<file path="src/rtl/mdio_pkg.sv">
// Shared constants, state encoding and request decoding for the Clause-22 MDIO master.
// Clause-45 frames are accepted only when MDIO_CLAUSE45_EN is defined.
package mdio_pkg;

    localparam int FRAME_W = 32;
    localparam int RD_W    = 16;
    localparam int TA_BIT  = 17;
    localparam int RD_MSB  = 15;

    localparam logic [1:0] ST_C22 = 2'b01;
    localparam logic [1:0] ST_C45 = 2'b00;

    localparam logic [1:0] OP_C22_WRITE    = 2'b01;
    localparam logic [1:0] OP_C22_READ     = 2'b10;
    localparam logic [1:0] OP_C45_ADDR     = 2'b00;
    localparam logic [1:0] OP_C45_WRITE    = 2'b01;
    localparam logic [1:0] OP_C45_READ     = 2'b11;
    localparam logic [1:0] OP_C45_READ_INC = 2'b10;

`ifdef MDIO_CLAUSE45_EN
    localparam bit C45_EN = 1'b1;
`else
    localparam bit C45_EN = 1'b0;
`endif

    typedef enum logic [1:0] {
        IDLE     = 2'd0,
        PREAMBLE = 2'd1,
        FRAME    = 2'd2,
        DONE     = 2'd3
    } state_t;

    function automatic logic frame_legal(input logic [1:0] st, input logic [1:0] op);
        logic c22;
        logic c45;
        c22 = (st == ST_C22) && ((op == OP_C22_WRITE) || (op == OP_C22_READ));
        c45 = C45_EN && (st == ST_C45) &&
              ((op == OP_C45_ADDR) || (op == OP_C45_WRITE) ||
               (op == OP_C45_READ) || (op == OP_C45_READ_INC));
        return c22 || c45;
    endfunction

    // Read timing releases the pad from the turnaround bit onward.
    function automatic logic frame_is_read(input logic [1:0] st, input logic [1:0] op);
        logic c22;
        logic c45;
        c22 = (st == ST_C22) && (op == OP_C22_READ);
        c45 = C45_EN && (st == ST_C45) && ((op == OP_C45_READ) || (op == OP_C45_READ_INC));
        return c22 || c45;
    endfunction

endpackage

</file>
<file path="src/rtl/mdio_mdc_gen.sv">
// MDC divider: MDC_DIV clk low, MDC_DIV clk high, with strobes flagging the edge on
// which mdc rises or falls. Held low with the divider cleared whenever en is low.
module mdio_mdc_gen #(
    parameter int MDC_DIV = 2
) (
    input  logic clk,
    input  logic reset,
    input  logic en,
    output logic mdc,
    output logic rise_stb,
    output logic fall_stb
);

    localparam int            DW       = $clog2(MDC_DIV) + 1;
    localparam logic [DW-1:0] DIV_LAST = DW'(MDC_DIV - 1);

    logic [DW-1:0] div_cnt;
    logic          phase_end;

    assign phase_end = en && (div_cnt == DIV_LAST);
    assign rise_stb  = phase_end && !mdc;
    assign fall_stb  = phase_end && mdc;

    always_ff @(posedge clk) begin
        if (reset || !en) begin
            div_cnt <= '0;
            mdc     <= 1'b0;
        end else if (div_cnt == DIV_LAST) begin
            div_cnt <= '0;
            mdc     <= ~mdc;
        end else begin
            div_cnt <= div_cnt + DW'(1);
        end
    end

endmodule

</file>
<file path="src/rtl/mdio_master_gen.sv">
// MDIO management master: preamble, then one 32-bit frame MSB first, with read-data capture.
// Clause-45 requests are legal only when MDIO_CLAUSE45_EN is defined (see mdio_pkg).
module mdio_master_gen
    import mdio_pkg::*;
#(
    parameter int MDC_DIV      = 2,
    parameter int PREAMBLE_LEN = 32
) (
    input  logic            clk,
    input  logic            reset,
    input  logic            mdio_start,
    input  logic [31:0]     t_data,
    input  logic            mdio_in,
    output logic            mdc,
    output logic            mdio_out,
    output logic            mdio_oe,
    output logic [RD_W-1:0] rd_data,
    output logic            data_rdy,
    output logic            done,
    output logic            err,
    output logic            busy
);

    localparam int            CW_PRE     = $clog2(PREAMBLE_LEN + 1);
    localparam int            CW         = (CW_PRE > 6) ? CW_PRE : 6;
    localparam logic [CW-1:0] PRE_LAST   = CW'((PREAMBLE_LEN > 0) ? PREAMBLE_LEN - 1 : 0);
    localparam logic [CW-1:0] FRAME_LAST = CW'(FRAME_W - 1);

    state_t            state, state_nx;
    logic [CW-1:0]     bit_cnt, bit_cnt_nx;
    logic [FRAME_W-1:0] shadow;
    logic              is_read;
    logic [RD_W-1:0]   shift_in;
    logic              accept, req_legal, mdc_en, rise_stb, fall_stb;

    assign req_legal = frame_legal(t_data[31:30], t_data[29:28]);
    assign accept    = (state == IDLE) && mdio_start;
    assign mdc_en    = (state == PREAMBLE) || (state == FRAME);

    mdio_mdc_gen #(.MDC_DIV(MDC_DIV)) u_mdc_gen (
        .clk      (clk),
        .reset    (reset),
        .en       (mdc_en),
        .mdc      (mdc),
        .rise_stb (rise_stb),
        .fall_stb (fall_stb)
    );

    always_ff @(posedge clk) begin
        if (reset) begin
            state <= IDLE;
            bit_cnt <= '0;
        end else begin
            state <= state_nx;
            bit_cnt <= bit_cnt_nx;
        end
    end

    // bit_cnt counts remaining preamble bits, then doubles as the frame bit index.
    always_comb begin
        state_nx   = state;
        bit_cnt_nx = bit_cnt;
        mdio_out   = 1'b0;
        mdio_oe    = 1'b0;
        done       = 1'b0;
        data_rdy   = 1'b0;
        busy       = (state != IDLE);
        case (state)
            IDLE: begin
                if (accept && req_legal) begin
                    if (PREAMBLE_LEN == 0) begin
                        state_nx   = FRAME;
                        bit_cnt_nx = FRAME_LAST;
                    end else begin
                        state_nx   = PREAMBLE;
                        bit_cnt_nx = PRE_LAST;
                    end
                end
            end
            PREAMBLE: begin
                mdio_oe  = 1'b1;
                mdio_out = 1'b1;
                if (fall_stb) begin
                    if (bit_cnt == '0) begin
                        state_nx   = FRAME;
                        bit_cnt_nx = FRAME_LAST;
                    end else begin
                        bit_cnt_nx = bit_cnt - CW'(1);
                    end
                end
            end
            FRAME: begin
                mdio_oe  = !is_read || (bit_cnt > CW'(TA_BIT));
                mdio_out = mdio_oe && shadow[bit_cnt[4:0]];
                if (fall_stb) begin
                    if (bit_cnt == '0) begin
                        state_nx = DONE;
                    end else begin
                        bit_cnt_nx = bit_cnt - CW'(1);
                    end
                end
            end
            DONE: begin
                done     = 1'b1;
                data_rdy = is_read;
                state_nx = IDLE;
            end
            default: state_nx = IDLE;
        endcase
    end

    // Read data is shifted in on mdc rising edges and published as DONE is entered.
    always_ff @(posedge clk) begin
        if (reset) begin
            shadow   <= '0;
            is_read  <= 1'b0;
            shift_in <= '0;
            rd_data  <= '0;
            err      <= 1'b0;
        end else begin
            err <= accept && !req_legal;
            if (accept) begin
                shadow  <= t_data;
                is_read <= frame_is_read(t_data[31:30], t_data[29:28]);
            end
            if ((state == FRAME) && rise_stb && (bit_cnt <= CW'(RD_MSB))) begin
                shift_in <= {shift_in[RD_W-2:0], mdio_in};
            end
            if ((state == FRAME) && fall_stb && (bit_cnt == '0) && is_read) begin
                rd_data <= shift_in;
            end
        end
    end

endmodule

</file>
<file path="config.mk">
export PLATFORM = sky130hd
export DESIGN_NAME = mdio_master_gen
export DESIGN_NICKNAME = d
export VERILOG_FILES = /design/src/rtl/mdio_pkg.sv /design/src/rtl/mdio_mdc_gen.sv /design/src/rtl/mdio_master_gen.sv
export SDC_FILE = /design/constraint.sdc
export NUM_CORES = 1
export LEC_CHECK = 0
export ABC_AREA = 1
export BUFFER_PORTS_ARGS = -buffer_cell sky130_fd_sc_hd__buf_2
export CAP_MARGIN = 5
export CORE_ASPECT_RATIO = 1.5
export CORE_MARGIN = 3
export CORE_UTILIZATION = 55
export DETAILED_ROUTE_END_ITERATION = 6
export PLACE_DENSITY = 0.9
export SLEW_MARGIN = 5
export SYNTH_ARGS = -nofsm -noshare
export SYNTH_HDL_FRONTEND = slang
export SYNTH_HIERARCHICAL = 1
export SYNTH_SLANG_ARGS = --single-unit
</file>
<file path="constraint.sdc">
create_clock -name clk -period 2.11 [get_ports clk]
set_clock_uncertainty 0.1 [all_clocks]
set_input_delay 0.1055 -clock clk [delete_from_list [all_inputs] [get_ports clk]]
set_output_delay 0.1055 -clock clk [all_outputs]
set_load 0.005 [all_outputs]
</file>
==> Word level (Yosys, flattened, before mapping) <==
Cells that the tools add are included.
W data, S select, Z words.
{ "word_totals": {"register_bits": 77, "input_bits": 36, "out_inout_bits": 23, "word_cells": 75} }
{ "op_classes": {"add_sub_neg": 2, "order_cmp": 3, "eq_ne": 13, "n_mux": 18, "bitwise": 1, "n_reduce_logical": 29} }
{ "ops": {"columns": ["op", "n"], "rows": [
  ["$mux W6", 5],
  ["$pmux W6 S3", 1],
  ["$logic_and A1 B1 Y1", 14],
  ["$mux W2", 5],
  ["$reduce_and A5 Y1", 2],
  ["$eq A2 B1 Y1 const B", 4],
  ["$pmux W2 S4", 1],
  ["$eq A2 B2 Y1 const B", 3],
  ["$gt A6 B5 Y1 const B", 1],
  ["$le A6 B4 Y1 const B", 1],
  ["$logic_not A6 Y1", 1],
  ["$lt A5 B6 Y1 const B", 1],
  ["$ne A2 B1 Y1 const B", 3],
  ["$ne A2 B2 Y1 const B", 3],
  ["$sub A6 B1 Y6 const B", 1],
  ["$bmux W1 S5", 1],
  ["$logic_not A1 Y1", 4],
  ["$logic_or A1 B1 Y1", 4],
  ["$pmux W1 S2", 2],
  ["$mux W1", 3],
  ["$reduce_bool A3 Y1", 1],
  ["$add A2 B1 Y2 const B", 1],
  ["$logic_not A2 Y1", 1],
  ["$reduce_bool A2 Y1", 1],
  ["other kinds (2)", 2]
]} }

==> Logic depth before layout (Yosys ltp) <==
Gate-level depths: netlist of run 1.
{ "logic_depth": {"depth_word": 7, "depth_mapped": 13, "depth_no_buf": 11} }

==> Cells and area by module <==
Netlist of run 1, hierarchy kept.
{ "modules_own_cells": {"columns": ["module", "n_inst", "cells_each", "area_per_inst_um2", "seq_area_each_um2"], "rows": [
  ["mdio_master_gen", 1, 457, 3254.4, 1481.4],
  ["mdio_mdc_gen", 1, 17, 135.1, 60.1]
]} }

==> Least setup slack after synthesis of run 1 <==
Ideal clock, no wire load.
{ "synth_path": {"kind": "register to register", "startpoint": "register state[0]", "endpoint": "register bit_cnt[0]", "setup_ns": 0.135, "t_arrival_ns": 1.619, "required_ns": 1.875, "path_slack_ns": 0.256, "stages_incl_launch_ff": 8, "n_path_buf": 0, "synth_period_minus_slack_ns": 1.854, "path_cell_list": "dfxtp_1 > inv_1 > ha_1 > inv_1 > nor2_1 > o21ai_1 > nor3_1 > a21oi_1"} }
{ "synth_between": {"elab_chain_cells": 6, "word_cells_on_any_way": 15, "cone_classes": "6 x eq/ne; 1 x mux; 8 x reduce/logical"} }
{ "synth_lines": {"columns": ["element", "line_no", "text"], "rows": [
  ["from (decl)", "mdio_master_gen.sv:29", "state_t state, state_nx;"],
  ["from (signal assigned)", "mdio_master_gen.sv:54", "state <= state_nx;"],
  ["$eq A2 B1 Y1 or $eq A2 B2 Y1 (tied branches)", "mdio_master_gen.sv:38", "assign mdc_en = (state == PREAMBLE) || (state == FRAME);"],
  ["$logic_or A1 B1 Y1 *", "mdio_master_gen.sv:38", null],
  ["via mdc_en", "mdio_master_gen.sv:34", "logic accept, req_legal, mdc_en, rise_stb, fall_stb;"],
  ["$logic_and A1 B1 Y1 *", "mdio_mdc_gen.sv:20", "assign phase_end = en && (div_cnt == DIV_LAST);"],
  ["$logic_and A1 B1 Y1 *", "mdio_mdc_gen.sv:22", "assign fall_stb = phase_end && mdc;"],
  ["via fall_stb", "mdio_master_gen.sv:34", null],
  ["$ne A2 B2 Y1 (no source line)", null, null],
  ["$reduce_and A5 Y1 (no source line) *", null, null],
  ["to (signal assigned)", "mdio_master_gen.sv:55", "bit_cnt <= bit_cnt_nx;"],
  ["to (decl)", "mdio_master_gen.sv:30", "logic [CW-1:0] bit_cnt, bit_cnt_nx;"]
]} }
Mark *: on every way through the listed nets, which the timed path passes. The rest lies on a longest branch.
A chain may end at the register's enable or synchronous reset.

==> Final worst setup path of run 1 <==
{ "layout_path": {"startpoint": "register state[0]", "endpoint": "output mdio_out"} }
{ "layout_between": {"elab_chain_cells": 2, "word_cells_on_any_way": 3, "cone_classes": "2 x eq/ne; 1 x mux"} }
{ "layout_lines": {"columns": ["element", "line_no", "text"], "rows": [
  ["$eq A2 B2 Y1 or $eq A2 B1 Y1 (tied branches)", "mdio_master_gen.sv:68", "case (state)"],
  ["$pmux W1 S2 *", "mdio_master_gen.sv:68", null],
  ["to (decl)", "mdio_master_gen.sv:15", "output logic mdio_out,"]
]} }
Every way passes the cells marked *; elsewhere a longest branch is shown, timed or not.

==> qor.yml, run 1 <==
run_status:
  status: "complete, no violations"
cells_and_area:
  multi_input_comb_area_um2: 1650
  finalNetCount: 612
  layout-drive-gt1-share_pct: 20.3
  layoutNonFillerInstCount: 644
  fin_util_pct: 74.5
  fill_cells: 440
  seqCellArea_um2: 1540
  diodes: 0
  area_growth_syn_to_layout_pct: 29.0
  final_cell_mix: "nor2_1 (136), dfxtp_1 (76), o21ai_0 (73), nand2_1 (58), buf_2 (58)"
  final_common_cell: "nor2_1"
detailed_routing:
  first_pass_iters: 5
  vias: 3375
  wire_per_inst_um: 13.1
  final_antenna_net_count: 0
  vias_per_cell: 5.24
  drt_iter0_drc: 243
  drc: 0
  routed_wl_um: 8430
logic_synthesis:
  synth-seq-cells: 77
  async_flop_share_pct: 0
  synth_cells: 474
  synth_edf_count: 0
  syn-num-nets: 519
  syn-cell-area_um2: 3390
  synth.distinct_cells: 32
  syn_area_per_cell_um2: 7.15
  synth-main-ff-cell: "dfxtp_1"
  seq_area_frac_synth_pct: 45.5
  yosysWarnings: 6
place:
  portBuffers: 58
  placedCellCount: 592
  hpwl_um: 5360
  gp_congestion: 0.868
grt:
  grt_pass1_wl_um: 14600
  grt_use_total_pct: 25.4
  grt_pass1_vias: 3348
  grt_max_degree: 75
  grt_overflow: 0
  antenna_found_initial: 0
clock_tree:
  cts_num_sinks: 77
  clkTransAtPathRegs_ps: 80
  h-tree-depth: 3
  cts_tree: "yes"
  cts_buffers: 9
  insertion_delay_ps: 340
  cts_root_buf: "clkbuf_8"
  clock_path_buffers: 2
sta:
  final_hold_viol_count: 0
  slew-limit-headroom_pct: 63.1
  finalCriticalPeriod_ps: 1980
  slew_violations: 0
  setup_viol: 0
  worst_pin_slew_ps: 554
  rsz0062_at_grt: "yes"
  post-route-period-util_pct: 94.0
  fmax_mhz: 504
setup_path:
  path_max_fanout: 6
  path_class: "register to output port"
  required_ps: 1900
  crit_arrival_ps: 1780
  r2r_slack_ps: 170
  crit_path_start_kind: "register"
  end_kind: "output port"
power_and_ir_drop:
  ir_drop_uv: 887
  p_leak_nw: 1.97
  p_int_mw: 3.42
  p_clk_share_pct: 20.6
  netSwitchingFraction_pct: 40.9
  power_switching_mw: 2.36
  power_frac_comb_pct: 46.7
  power_density_nw_per_um2: 1320
  p_seq_share_pct: 32.8
floorplanning:
  core-area_um2: 5870
  initial_core_util_pct: 57.7
  die_w_um: 70.1
  io_pins: 59
  row_count: 34
  die_area_um2: 7160
  chipHeight_um: 102
job:
  maxCapViolations: 0
min_path:
  hp-class: "input pin to register"
[worst max-delay path, stage by stage, from the launching register on]
cell and delay, ps:
dfxtp_1 330, inv_1 130, ha_2 310, inv_1 90, a31oi_2 170, nand3_1 140
a21oi_2 140, buf_2 120
[power groups by stage]
stage,sequential [mW],clock (mW),combinational (mW)
finish,1.90,1.19,2.70
global placement,1.90,0,2.37
floorplan,1.87,0,1.89
CTS,1.89,1.21,2.57
global route,1.93,1.27,3.05
detailed placement,1.92,0,2.46
[sequential cells by signal, indices dropped and copies added, names as in the netlist]
register	cells
bit_cnt	6
u_mdc_gen/div_cnt	2
err	1
rd_data	16
shift_in	16
is_read	1
u_mdc_gen/mdc	1
shadow	32
state	2
[cell usage after synthesis (all sizes together) (4+ instances only)]
cell	number	share of area, %
ha	9	3.3
buf	10	1.9
nor3	4	0.89
nand3	29	4.4
nor2	143	17
a21oi	12	1.8
o21ai	75	11
nand2	62	7.3
clkbuf	13	1.4
dfxtp	77	45
inv	32	3.6
[cell type report]
class                           count  share of cell area (%)
Clock buffer                        9                    2.83
Clock inverter                      7                    2.06
Inverter                           32                    2.86
Multi-Input combinational cell    342                    37.8
Sequential cell                    77                    35.3
Tap cell                           72                    2.06
Timing Repair Buffer              105                    17.1
[path summary, 6_finish.rpt]
kind / startpoint / to / cells after the start
setup / recovery: state[0] / mdio_out / 7
setup reg to reg: state[1] / bit_cnt[1] / 8
hold reg to reg: u_mdc_gen/div_cnt[0] / u_mdc_gen/div_cnt[0] / 1
hold / removal: mdio_start / shadow[28] / 4
[kinds of logic (layout without fill, tap and decap cells)]
| group | Yosys count | in the layout | synth area share (%) |
|---|---|---|---|
| AND/OR/NAND/NOR | 242 | 242 | 30.5 |
| XOR/XNOR | 1 | 1 | 0.258 |
| AO/OA/AOI/OAI | 90 | 90 | 13.4 |
| adder cells (fa/ha/maj) | 9 | 9 | 3.32 |
| buffers and inverters | 55 | 153 | 6.98 |
| flip-flops | 77 | 77 | 45.5 |
[layer usage]
metal | up-vias | GRT usage, % | part of all wire (%)
met5 | - | 0 | 0
met4 | 0 | 10.5 | 2.2
met3 | 22 | 5.22 | 5.3
met2 | 124 | 48.0 | 54
met1 | 1533 | 27.3 | 39
li1 | 1696 | - | -
[metrics by stage]
stage / power (mW) / cell area (um2) / setup TNS [ps] / setup WS (ps) / hold WS (ps)
floorplan: 3.76 / 3390 / 0 / 256 / 159
detailed placement: 4.37 / 3750 / 0 / 4.22 / 268
global placement: 4.28 / 3750 / 0 / 127 / 260
global route: 6.25 / 4370 / -17.7 / -17.7 / 245
finish: 5.79 / 4370 / 0 / 126 / 215
CTS: 5.68 / 4330 / -12.9 / -12.9 / 198
[timing repair]
action                     4_1_cts  5_1_grt
setup buffers                    1        1
hold endpoints to repair        36        0
setup endpoints to repair        3       24
hold buffers                    34        0
pin swaps                        1        2
resized for setup                5       11
(Power assumes the default switching activity.)
==> inputs of run 2 (changes only) <==
--- a/config.mk
+++ b/config.mk
@@ -5,7 +5,6 @@
 export SDC_FILE = /design/constraint.sdc
 export NUM_CORES = 1
 export LEC_CHECK = 0
-export ABC_AREA = 1
 export BUFFER_PORTS_ARGS = -buffer_cell sky130_fd_sc_hd__buf_2
 export CAP_MARGIN = 5
 export CORE_ASPECT_RATIO = 1.5
==> qor.yml, run 2 <==
detailed_routing:
  final_antenna_net_count: 0  # unchanged
  drt_iter0_drc: 167  # was 243
  routed_wl_um: 8340  # was 8430 um
  first_pass_iters: 4  # was 5
  vias_per_cell: 5.45  # was 5.24
  wire_per_inst_um: 14.4  # was 13.1 um
  drc: 0  # unchanged
  vias: 3168  # was 3375
cells_and_area:
  final_common_cell: "nand2_1"  # was nor2_1
  final_cell_mix: "nand2_1 (142), dfxtp_1 (73), a21oi_1 (70), buf_2 (58), dlygate4sd3_1 (33)"  # was nor2_1 (136), dfxtp_1 (76), o21ai_0 (73), nand2_1 (58), buf_2 (58)
  largest-register: "shadow"  # unchanged
  area_growth_syn_to_layout_pct: 31.4  # was 29.0%
  fin_util_pct: 74.5  # about the same
  fill_cells: 387  # was 440
  reg.largest.list: "shadow (32), rd_data (16), shift_in (16)"  # unchanged
  largest_register_ff_count: 32  # unchanged
  layout-drive-gt1-share_pct: 25.5  # was 20.3%
  finalInstanceArea_um2: 4340  # was 4370 um2
  layoutNonFillerInstCount: 581  # was 644
  diodes: 0  # unchanged
  finalNetCount: 549  # was 612
setup_path:
  path_cells: "mux4_2 > mux2_2 > o311a_1 > o221a_1 > buf_2"  # was inv_1 > ha_2 > inv_1 > a31oi_2 > nand3_1 > a21oi_2 > buf_2
  path_class: "register to output port"  # unchanged
  crit_path_top_delay_cell: "mux4_2"  # was dfxtp_1
  end_kind: "output port"  # unchanged
  cp_slowest_stage_delay_ps: 500  # was 330 ps
  required_ps: 1900  # about the same
  path_max_fanout: 3  # was 6
  crit_arrival_ps: 2150  # was 1780 ps
  crit_path_start_kind: "register"  # unchanged
logic_synthesis:
  synth_cells: 407  # was 474
  synth.distinct_cells: 44  # was 32
  syn-num-nets: 452  # was 519
  synth_commonest_cells: "nand2_1 (142), dfxtp_1 (77), a21oi_1 (70), clkbuf_1 (21), inv_1 (10)"  # was nor2_1 (140), dfxtp_1 (77), o21ai_0 (73), nand2_1 (58), nand3_1 (28)
  syn-cell-area_um2: 3310  # was 3390 um2
  synth_top_area_share_pct: 46.6  # was 45.5%
  seq_area_frac_synth_pct: 46.6  # was 45.5%
  synth.largest_area_cell: "dfxtp_1"  # unchanged
  async_flop_share_pct: 0  # unchanged
  yosysMostFrequentCell: "nand2_1"  # was nor2_1
  yosysWarnings: 6  # unchanged
  synth_edf_count: 0  # unchanged
  synth-main-ff-cell: "dfxtp_1"  # unchanged
  synth_area_leaders: "dfxtp_1 (47%), nand2_1 (16%), a21oi_1 (11%)"  # was dfxtp_1 (45%), nor2_1 (16%), o21ai_0 (11%)
  syn_area_per_cell_um2: 8.13  # was 7.15 um2
  synth-seq-cells: 77  # unchanged
place:
  placedCellCount: 529  # was 592
  dp_slack_ps: -13.2  # was 4.22 ps
  portBuffers: 58  # unchanged
  postPlaceCellArea_um2: 3770  # was 3750 um2
  gp_congestion: 0.837  # was 0.868
  hpwl_um: 5360  # unchanged
clock_tree:
  cts_root_buf: "clkbuf_8"  # unchanged
  cts_tree: "yes"  # unchanged
  insertion_delay_ps: 350  # was 340 ps
  clkTransAtPathRegs_ps: 80  # about the same
  clock_path_buffers: 2  # unchanged
  cts_buffers: 9  # unchanged
  cts_num_sinks: 77  # unchanged
  h-tree-depth: 3  # unchanged
run_status:
  failed_checks: "setup timing"
  status: "complete, but fails checks"  # was complete, no violations
grt:
  grt_use_total_pct: 24.4  # was 25.4%
  grt_pass1_wl_um: 13600  # was 14600 um
  antenna_found_initial: 0  # unchanged
  grt_overflow: 0  # unchanged
  grt_max_degree: 33  # was 75
  grt_pass1_vias: 3135  # was 3348
sta:
  slew_violations: 0  # unchanged
  final_hold_viol_count: 0  # unchanged
  worst_pin_slew_ps: 450  # was 554 ps
  fmax_mhz: 424  # was 504 MHz
  finalCriticalPeriod_ps: 2360  # was 1980 ps
  setup_viol: 2  # was 0
  tns_ps: -308  # was 0 ps
  post-route-period-util_pct: 112  # was 94.0%
  slew-limit-headroom_pct: 70.0  # was 63.1%
  rsz0062_at_grt: "yes"  # unchanged
  timing.hold.ws_ps: 93.8  # was 215 ps
  layout_setup_ws_ps: -246  # was 126 ps
floorplanning:
  die_area_um2: 7000  # was 7160 um2
  chipHeight_um: 101  # was 102 um
  initial_core_util_pct: 56.7  # was 57.7%
  io_pins: 59  # unchanged
  row_count: 34  # unchanged
  die_w_um: 69.3  # was 70.1 um
  core-area_um2: 5830  # was 5870 um2
power_and_ir_drop:
  power_density_nw_per_um2: 1080  # was 1320 nW/um2
  ir_drop_uv: 766  # was 887 uV
  p_leak_nw: 1.74  # was 1.97 nW
  p_total_mw: 4.68  # was 5.79 mW
min_path:
  hp-class: "input pin to register"  # unchanged
job:
  maxCapViolations: 0  # unchanged
-- run 2: changes by cell type after synthesis, sizes merged, moves of 4 or more --
cell and delta:
mux4 +8, nor2 -132, nand3 -26, inv -22, and3 +4, a21oi +58, nand2 +80, clkbuf +8
o21ai -68
-- run 2: what timing repair did --
action                                  CTS  global route
hold buffers                             33             0
hold endpoints to repair                 34             0
pin swaps                                 0             3
setup buffers                             1             2
gates resized for setup                   1             2
gates cloned                              0             0
endpoints found under the setup margin    1             6
-- run 2: power breakdown --
group	total (mW)	switching (mW)	leakage [nW]	internal [mW]
Clock	1.15	0.586	0.0980	0.562
Sequential	1.75	0.123	0.629	1.63
Combinational	1.78	0.920	1.02	0.862
Total	4.68	1.63	1.74	3.05
-- run 2: layout make-up --
cell class | count | area (um2) | area share [%]
inverters | 10 | 42.5 | 0.979
clock buffers | 9 | 124 | 2.85
multi-input cells | 292 | 1650 | 37.9
well taps | 72 | 90.1 | 2.07
repair buffers | 114 | 810 | 18.6
clock inverters | 7 | 82.6 | 1.90
flip-flops and latches | 77 | 1550 | 35.7
-- run 2: cells by family (layout without fill, tap and decap cells) --
| logic type | count (synthesis) | in the layout | synth area share [%] |
|---|---|---|---|
| xor+xnor | 1 | 1 | 0.265 |
| flops | 77 | 77 | 46.6 |
| buf+inv | 38 | 140 | 4.81 |
| mux | 10 | 10 | 6.09 |
| simple gates | 178 | 178 | 23.0 |
| fa+ha+maj | 9 | 9 | 3.41 |
| compound gates | 94 | 94 | 15.8 |
-- run 2: worst max-delay path, delay by kind of cell (launching register included) --
family	cells	cell delay [ps]
mux	2	780
compound gates	2	530
buf+inv	1	120
flops	1	370
-- run 2: worst paths after layout --
path                        start              endpoint  slack (ps)  depth (start not counted)
max                    bit_cnt[0]              mdio_out        -250                          5
min                         reset            shadow[10]          90                          2
max reg2reg            bit_cnt[0]            bit_cnt[5]          30                          8
min reg2reg  u_mdc_gen/div_cnt[0]  u_mdc_gen/div_cnt[0]         330                          1
-- run 2: layer usage --
metal	part of all wire [%]	vias up	track usage (%)
li1	-	1559	-
met1	37	1458	23.8
met4	3.8	0	13.7
met5	0	-	0
met2	54	126	45.8
met3	5.7	25	6.59
==> inputs of run 3 (changes only) <==
--- a/config.mk
+++ b/config.mk
@@ -12,6 +12,7 @@
 export CORE_UTILIZATION = 55
 export DETAILED_ROUTE_END_ITERATION = 6
 export PLACE_DENSITY = 0.9
+export SETUP_SLACK_MARGIN = 0.02
 export SLEW_MARGIN = 5
 export SYNTH_ARGS = -nofsm -noshare
 export SYNTH_HDL_FRONTEND = slang
==> qor.yml, run 3 (synthesis results as in run 2) <==
cells_and_area:
  layoutNonFillerInstCount: 581  # unchanged
  largest-register: "shadow"  # unchanged
  final_common_cell: "nand2_1"  # unchanged
  fill_cells: 387  # unchanged
  diodes: 0  # unchanged
  finalNetCount: 549  # unchanged
  final_cell_mix: "nand2_1 (142), dfxtp_1 (73), a21oi_1 (70), buf_2 (58), dlygate4sd3_1 (33)"  # unchanged
  largest_register_ff_count: 32  # unchanged
  fin_util_pct: 74.6  # was 74.5%
  finalInstanceArea_um2: 4350  # was 4340 um2
  reg.largest.list: "shadow (32), rd_data (16), shift_in (16)"  # unchanged
  area_growth_syn_to_layout_pct: 31.4  # about the same
  layout-drive-gt1-share_pct: 25.7  # was 25.5%
power_and_ir_drop:
  netSwitchingFraction_pct: 34.9  # was 34.8%
  power_density_nw_per_um2: 1080  # about the same
  power_switching_mw: 1.64  # was 1.63 mW
  p_clk_share_pct: 24.5  # about the same
  p_seq_share_pct: 37.3  # was 37.4%
  ir_drop_uv: 767  # was 766 uV
  p_int_mw: 3.05  # about the same
  power_frac_comb_pct: 38.2  # was 38.1%
  p_leak_nw: 1.74  # about the same
run_status:
  failed_checks: "setup timing"  # unchanged
  status: "complete, but fails checks"  # unchanged
sta:
  setup_viol: 2  # unchanged
  layout_setup_ws_ps: -245  # was -246 ps
  slew_violations: 0  # unchanged
  fmax_mhz: 425  # was 424 MHz
  finalCriticalPeriod_ps: 2360  # about the same
  slew-limit-headroom_pct: 69.9  # was 70.0%
  post-route-period-util_pct: 112  # about the same
  rsz0062_at_grt: "yes"  # unchanged
  worst_pin_slew_ps: 452  # was 450 ps
  final_hold_viol_count: 0  # unchanged
grt:
  antenna_found_initial: 0  # unchanged
  grt_overflow: 0  # unchanged
  grt_pass1_wl_um: 13600  # unchanged
  grt_use_total_pct: 24.4  # unchanged
  grt_pass1_vias: 3135  # unchanged
  grt_max_degree: 33  # unchanged
clock_tree:
  clock_path_buffers: 2  # unchanged
  cts_buffers: 9  # unchanged
  cts_num_sinks: 77  # unchanged
  h-tree-depth: 3  # unchanged
  insertion_delay_ps: 350  # about the same
  clkTransAtPathRegs_ps: 80  # about the same
  cts_tree: "yes"  # unchanged
  cts_root_buf: "clkbuf_8"  # unchanged
detailed_routing:
  routed_wl_um: 8350  # was 8340 um
  drt_iter0_drc: 160  # was 167
  drc: 0  # unchanged
  wire_per_inst_um: 14.4  # about the same
  vias: 3163  # was 3168
  final_antenna_net_count: 0  # unchanged
  first_pass_iters: 5  # was 4
  vias_per_cell: 5.44  # was 5.45
place:
  hpwl_um: 5360  # unchanged
  gp_congestion: 0.837  # unchanged
  postPlaceCellArea_um2: 3770  # unchanged
  dp_slack_ps: -13.2  # unchanged
  portBuffers: 58  # unchanged
  placedCellCount: 529  # unchanged
floorplanning:
  chipHeight_um: 101  # unchanged
  core-area_um2: 5830  # unchanged
  row_count: 34  # unchanged
  initial_core_util_pct: 56.7  # unchanged
  die_w_um: 69.3  # unchanged
  die_area_um2: 7000  # unchanged
  io_pins: 59  # unchanged
setup_path:
  crit_path_start_kind: "register"  # unchanged
  r2r_slack_ps: 0  # was 30 ps
  path_max_fanout: 3  # unchanged
  path_class: "register to output port"  # unchanged
  end_kind: "output port"  # unchanged
  reg2reg_from: "bit_cnt[0]"  # unchanged
  startpoint: "bit_cnt[0]"  # unchanged
  required_ps: 1900  # about the same
  crit_arrival_ps: 2150  # about the same
  cp-endpoint: "mdio_out"  # unchanged
  reg2reg_to: "bit_cnt[5]"  # unchanged
  r2r_cells: 8  # unchanged
job:
  maxCapViolations: 0  # unchanged
min_path:
  hp-class: "input pin to register"  # unchanged
[run 3: changes by cell type in the layout (fill, tap and decap cells not counted)]
cell     change
o21ai_0      -2
o21ai_1      +2
nor2_1       -1
nor2_2       +1
[run 3: final cells by class]
cell class	instances	area (um2)	share of cell area, %
clock buffers	9	124	2.85
repair buffers	114	810	18.6
clock inverters	7	82.6	1.90
well taps	72	90.1	2.07
multi-input cells	292	1650	37.9
flip-flops and latches	77	1550	35.6
inverters	10	42.5	0.979
[run 3: worst min path at each step]
stage | startpoint | end | slack, ps | depth (start not counted)
5_1_grt | reset | shadow[5] | 110 | 2
3_5_place_dp | t_data[7] | shadow[7] | 250 | 3
3_3_place_gp | t_data[15] | shadow[15] | 250 | 3
4_1_cts | reset | shadow[7] | 80 | 2
6_report | reset | shadow[10] | 90 | 2
2_1_floorplan | t_data[0] | shadow[0] | 140 | 2
[run 3: routing by layer]
layer | vias to the layer above | share of wire, % | track usage (%)
met5 | - | 0 | 0
met4 | 0 | 3.8 | 13.7
met3 | 25 | 5.7 | 6.59
met2 | 131 | 54 | 45.8
met1 | 1448 | 37 | 23.8
li1 | 1559 | - | -
[run 3: power groups by stage]
stage	clock network [mW]	logic, mW	registers (mW)
global route	1.23	1.97	1.77
floorplan	0	1.23	1.74
finish	1.15	1.79	1.75
global placement	0	1.62	1.78
CTS	1.16	1.74	1.75
detailed placement	0	1.66	1.79
[run 3: repair_timing]
item | CTS | global route
endpoints found under the setup margin | 1 | 15
hold buffers | 33 | 0
pin swaps | 1 | 2
gates resized for setup | 1 | 5
hold endpoints to repair | 34 | 0
buffers inserted | 1 | 2
[run 3: critical path, stage by stage, from the launching register on]
cell and delay [ps]:
dfxtp_4 370, mux4_2 500, mux2_2 280, o311a_1 290, o221a_1 240, buf_2 120
[run 3: through the flow]
step / power, mW / hold WS (ps) / setup TNS, ps
after floorplan: 2.96 / 141 / -29.8
after global placement: 3.39 / 247 / 0
after detailed placement: 3.44 / 253 / -13.2
after CTS: 4.64 / 79.3 / -256
after global routing: 4.97 / 106 / -586
final: 4.69 / 94.8 / -308
